`config.mk`:
```
export PLATFORM = sky130hd
export DESIGN_NAME = audio_i2s_tx
export DESIGN_NICKNAME = d
export VERILOG_FILES = /design/src/rtl/audio_pkg.sv /design/src/rtl/bclk_edge_sync.sv /design/src/rtl/audio_i2s_tx.sv
export SDC_FILE = /design/constraint.sdc
export NUM_CORES = 1
export LEC_CHECK = 0
export CORE_MARGIN = 8
export CORE_UTILIZATION = 40
export CTS_BUF_LIST = sky130_fd_sc_hd__clkbuf_2
export CTS_CLUSTER_SIZE = 12
export DETAILED_ROUTE_END_ITERATION = 8
export SETUP_SLACK_MARGIN = 0.15
export SLEW_MARGIN = 20
export SYNTH_ARGS = -nofsm -noshare
export SYNTH_HDL_FRONTEND = slang
export SYNTH_SLANG_ARGS = --single-unit
```
`constraint.sdc`:
```
create_clock -name iclk -period 3.8 [get_ports iclk]
set_input_delay 0.95 -clock iclk [delete_from_list [all_inputs] [get_ports iclk]]
set_output_delay 0.95 -clock iclk [all_outputs]
set_load 0.05 [all_outputs]
```
`src/rtl/audio_pkg.sv`:
```
// Shared defaults and FSM state encoding for the I2S transmitter.
package audio_pkg;

   localparam int SAMPLE_WIDTH_DEF = 16;
   localparam int SLOT_BITS_DEF    = 16;

   typedef enum logic {
      IDLE = 1'b0,
      RUN  = 1'b1
   } state_t;

endpackage

```
`src/rtl/bclk_edge_sync.sv`:
```
// Two-flop synchronizer for the divided bit clock plus a history flop for falling-edge detection.
module bclk_edge_sync
   import audio_pkg::*;
(
   input  logic iclk,
   input  logic reset,
   input  logic async_in,
   output logic level,
   output logic fall_evt
);

   logic meta_q;
   logic sync_q;
   logic hist_q;

   always_ff @(posedge iclk) begin
      if (reset) begin
         meta_q <= 1'b0;
         sync_q <= 1'b0;
         hist_q <= 1'b0;
      end else begin
         meta_q <= async_in;
         sync_q <= meta_q;
         hist_q <= sync_q;
      end
   end

   // level is the history copy, so it drops on the same edge that consumes fall_evt
   assign level    = hist_q;
   assign fall_evt = hist_q & ~sync_q;

endmodule

```
`src/rtl/audio_i2s_tx.sv`:
```
// I2S transmitter: one-entry sample holding register, frame shifter and underrun accounting.
module audio_i2s_tx
   import audio_pkg::*;
#(
   parameter int SAMPLE_WIDTH = SAMPLE_WIDTH_DEF,
   parameter int SLOT_BITS    = SLOT_BITS_DEF
) (
   input  logic                           iclk,
   input  logic                           reset,
   input  logic                           bclk_in,
   input  logic signed [SAMPLE_WIDTH-1:0] left_sample,
   input  logic signed [SAMPLE_WIDTH-1:0] right_sample,
   input  logic                           sample_valid,
   output logic                           sample_ready,
   output logic                           bclk_out,
   output logic                           lrclk,
   output logic                           sdata,
   output logic                           underrun,
   output logic [7:0]                     underrun_count
);

   localparam int FW = 2 * SLOT_BITS;
   localparam int CW = $clog2(FW);

   function automatic logic [7:0] sat_inc8(input logic [7:0] v);
      return (v == 8'hFF) ? v : v + 8'd1;
   endfunction

   logic fall_evt;
   logic bclk_lvl;

   bclk_edge_sync u_sync (
      .iclk     (iclk),
      .reset    (reset),
      .async_in (bclk_in),
      .level    (bclk_lvl),
      .fall_evt (fall_evt)
   );

   state_t                         state_q, state_d;
   logic [CW-1:0]                  bit_cnt_q, bit_cnt_d;
   logic [FW-1:0]                  shift_q, shift_d;
   logic [FW-1:0]                  frame;
   logic                           hold_full_q, hold_full_d;
   logic signed [SAMPLE_WIDTH-1:0] hold_l_q, hold_l_d;
   logic signed [SAMPLE_WIDTH-1:0] hold_r_q, hold_r_d;
   logic                           ready_q, ready_d;
   logic                           lrclk_q, lrclk_d;
   logic                           sdata_q, sdata_d;
   logic                           underrun_q, underrun_d;
   logic [7:0]                     ucnt_q, ucnt_d;

   always_comb begin
      frame = '0;
      frame[FW-1 -: SAMPLE_WIDTH]        = hold_l_q;
      frame[SLOT_BITS-1 -: SAMPLE_WIDTH] = hold_r_q;
   end

   always_comb begin
      state_d     = state_q;
      bit_cnt_d   = bit_cnt_q;
      shift_d     = shift_q;
      hold_full_d = hold_full_q;
      hold_l_d    = hold_l_q;
      hold_r_d    = hold_r_q;
      lrclk_d     = lrclk_q;
      sdata_d     = sdata_q;
      underrun_d  = 1'b0;
      ucnt_d      = ucnt_q;

      case (state_q)
         IDLE: begin
            bit_cnt_d = '0;
            lrclk_d   = 1'b0;
            sdata_d   = 1'b0;
            if (fall_evt && hold_full_q) begin
               state_d = RUN;
            end
         end
         RUN: begin
            if (fall_evt) begin
               bit_cnt_d = (bit_cnt_q == CW'(FW - 1)) ? '0 : bit_cnt_q + CW'(1);
               lrclk_d   = (bit_cnt_d >= CW'(SLOT_BITS));
               // p == 1 is the frame boundary once the one-bit I2S delay is applied
               if (bit_cnt_d == CW'(1)) begin
                  if (hold_full_q) begin
                     shift_d = frame;
                  end else begin
                     shift_d    = '0;
                     underrun_d = 1'b1;
                     ucnt_d     = sat_inc8(ucnt_q);
                  end
                  hold_full_d = 1'b0;
                  sdata_d     = shift_d[FW-1];
               end else begin
                  sdata_d = shift_q[FW-2];
                  shift_d = shift_q << 1;
               end
            end
         end
         default: state_d = IDLE;
      endcase

      if (sample_valid && ready_q) begin
         hold_full_d = 1'b1;
         hold_l_d    = left_sample;
         hold_r_d    = right_sample;
      end
      ready_d = ~hold_full_d;
   end

   always_ff @(posedge iclk) begin
      if (reset) begin
         state_q     <= IDLE;
         bit_cnt_q   <= '0;
         shift_q     <= '0;
         hold_full_q <= 1'b0;
         hold_l_q    <= '0;
         hold_r_q    <= '0;
         ready_q     <= 1'b1;
         lrclk_q     <= 1'b0;
         sdata_q     <= 1'b0;
         underrun_q  <= 1'b0;
         ucnt_q      <= 8'd0;
      end else begin
         state_q     <= state_d;
         bit_cnt_q   <= bit_cnt_d;
         shift_q     <= shift_d;
         hold_full_q <= hold_full_d;
         hold_l_q    <= hold_l_d;
         hold_r_q    <= hold_r_d;
         ready_q     <= ready_d;
         lrclk_q     <= lrclk_d;
         sdata_q     <= sdata_d;
         underrun_q  <= underrun_d;
         ucnt_q      <= ucnt_d;
      end
   end

   assign sample_ready   = ready_q;
   assign bclk_out       = bclk_lvl;
   assign lrclk          = lrclk_q;
   assign sdata          = sdata_q;
   assign underrun       = underrun_q;
   assign underrun_count = ucnt_q;

endmodule

```
==> metrics.txt <==
status completed; Syn. warnings 0; PortBufs 48; Post-synth EDFFs 0; Final setup viols 0; synthesized area per cell 8.25 um^2; #FFs+latches synth 85; Starting Density 40.6%; CTS root buf clkbuf_2; antenna violations before repair 0; GR Util All Layers 14.0%; Fin Hold WS 0.462 ns; Leakage 1.38 nW; pin count of the biggest net entering global routing 63; Clock Skews 0.0220 ns; vias in the first global route 3175; Post-synth ARST share 0%; Logic pwr share 7.8%; Max stage delay on crit path 0.85 ns; Via Count 3236; Final Instance Count excl. Fillers 591; fmax 0.360 GHz; dpl hpwl 5.42 mm; sequential area share after synthesis 46.1%; Period minus WS final 2.77 ns; FILL cells 925; H-tree depth 3; Synth Instances 448; final period utilization 73.0%; Clock Latency Late Sink 0.52 ns; clock buffer depth 2; Core Region 9110 um^2; P_sw 0.385 mW; setup TNS 0 ns; # Max-Cap Violations 0; Slew @ Worst Pin 0.878 ns; largest area contributor in the netlist dfxtp_1; Post-CTS Setup Bufs 0; pre-CTS WS 1.19 ns; Post-CTS Hold Buffers 0; Antenna Nets Post-Route 0; Top FF cell, synth dfxtp_1; synth unique cells 36; P per Cell Area 374 nW/um^2; endpoint class of the critical path output port; worst vdd ir 0.203 mV; Synth top cells by count dfxtp_1, nand2_1, nor2_1; cts repair resizes 0; Ant. Diodes 0; switching share of power 23.5%; leading cell type by number of instances after synthesis dfxtp_1; Num Clock Sinks 85; CTS tree done; DP Cell Count 574; delay-heaviest family, CP buffers and inverters; Startpoint Class flip-flop; maximum fanout along the worst path 6; Clk pwr share 35.5%; Synth top area share 46.1%; slowest CP cell clkdlybuf4s50_1; Slew Limit Fails 0; # DRC 0; grt total ovfl 0; TritonCTS Buffers 9; First-pass DRT Iterations 4; final setup margin 1.03 ns; Die Width 112 um; Sequential Power Share 56.7%; Cell Rows 35; cell breakdown of the critical path clkdlybuf4s50_1; Die Ht 112 um; Int Pwr 1.25 mW; DP Area 4210 um^2; Routed WL 8.55 mm; WL/cell 14.5 um; top post-synthesis cells by area dfxtp_1, nand2_1, a311oi_1, a21oi_1, nand4_1; WP data arrival 1.82 ns; Design Area, Final 4390 um^2; Hold Path Class reg2reg; Hold Fails Final Rpt 0; area delta synth->final 18.7%; Layout Utilization 48.1%; io pins 49; Tot Pwr 1.64 mW; CP required 2.85 ns; clock slew at reported path FFs 0.22 ns; Vias/cell 5.48; first-pass GRT wire length 14.9 mm; drt initial violations 167; CP bufs+invs 1; GPL Wtd Cong 0.760; crit path kind reg2out; layout cells sized above 1 7.92%; syn nets 488; die area 12600 um^2; mapped cell area 3690 um^2; relative slew slack 41.5%; RSZ-0062 raised after global routing no; Final Net Count 515
-- layout make-up --
cell class / instances / area, um^2 / share of cell area [%]
clock buffers: 9 / 45.0 / 1.03
clock inverters: 7 / 114 / 2.60
inverters: 3 / 11.3 / 0.257
multi-input cells: 318 / 1810 / 41.3
flip-flops and latches: 85 / 1700 / 38.8
well taps: 111 / 139 / 3.17
repair buffers: 58 / 563 / 12.8
-- metal layers --
metal  global-route usage, %  vias up  part of all wire (%)
met1                    17.4     1505                    47
met4                    3.78        0                   1.1
li1                        -     1654                     -
met3                    3.33        8                   4.6
met5                       0        -                     0
met2                    23.6       69                    48
-- state kept, by name, summed over array words and instances, names as in the netlist --
signal / flops
sample_ready: 1
underrun_count: 8
sdata: 1
hold_l_q: 16
hold_full_q: 1
shift_q: 31
u_sync.level: 1
state_q: 1
underrun: 1
u_sync.sync_q: 1
lrclk: 1
hold_r_q: 16
u_sync.meta_q: 1
bit_cnt_q: 5
-- logic make-up (layout without fill, tap and decap cells) --
logic type | after synthesis | in the layout | share of synthesized area, %
XOR/XNOR | 1 | 1 | 0.237
AND/OR/NAND/NOR | 195 | 195 | 25.9
flip-flops | 85 | 85 | 46.1
multiplexers | 9 | 9 | 2.78
buffers and inverters | 45 | 77 | 5.05
adder cells (fa/ha/maj) | 4 | 4 | 1.35
AO/OA/AOI/OAI | 109 | 109 | 18.6
-- final timing paths --
check,start,endpoint,slack [ns],cells after the start
max,underrun_count[3]$_SDFFE_PP0P_,underrun_count[3],1.03,1
min,u_sync.meta_q$_SDFF_PP0_,u_sync.sync_q$_SDFF_PP0_,0.46,1
max reg2reg,bit_cnt_q[0]$_SDFFE_PP0P_,shift_q[8]$_SDFFE_PP0P_,1.11,7
min reg2reg,u_sync.meta_q$_SDFF_PP0_,u_sync.sync_q$_SDFF_PP0_,0.46,1
-- power groups by stage --
stage / Clock [mW] / Sequential [mW] / Combinational (mW)
after floorplan: 0 / 0.948 / 0.0683
after global placement: 0 / 0.948 / 0.128
after detailed placement: 0 / 0.948 / 0.130
after CTS: 0.601 / 0.931 / 0.129
after global routing: 0.646 / 0.935 / 0.142
final: 0.582 / 0.930 / 0.127
-- cell usage in the layout, fill, tap and decap left out, drive strengths merged, types with 2 or more instances in the layout --
cell type	synthesis	layout
nor2	45	45
or3	2	2
nand2b	4	4
mux2i	2	2
or4	2	2
clkinvlp	0	2
nand2	81	81
clkbuf	31	9
o21ai	32	32
ha	4	4
clkinv	0	2
inv	3	3
mux2	7	7
clkdlybuf4s50	0	47
nor2b	12	12
a311oi	31	31
nor3	2	2
dfxtp	85	85
bufinv	0	3
and3	2	2
a21oi	41	41
nor4	3	3
nor4b	5	5
and2	2	2
nand4	31	31
nand3	3	3
buf	11	11
No activity file was read; power rests on OpenSTA's default activity.
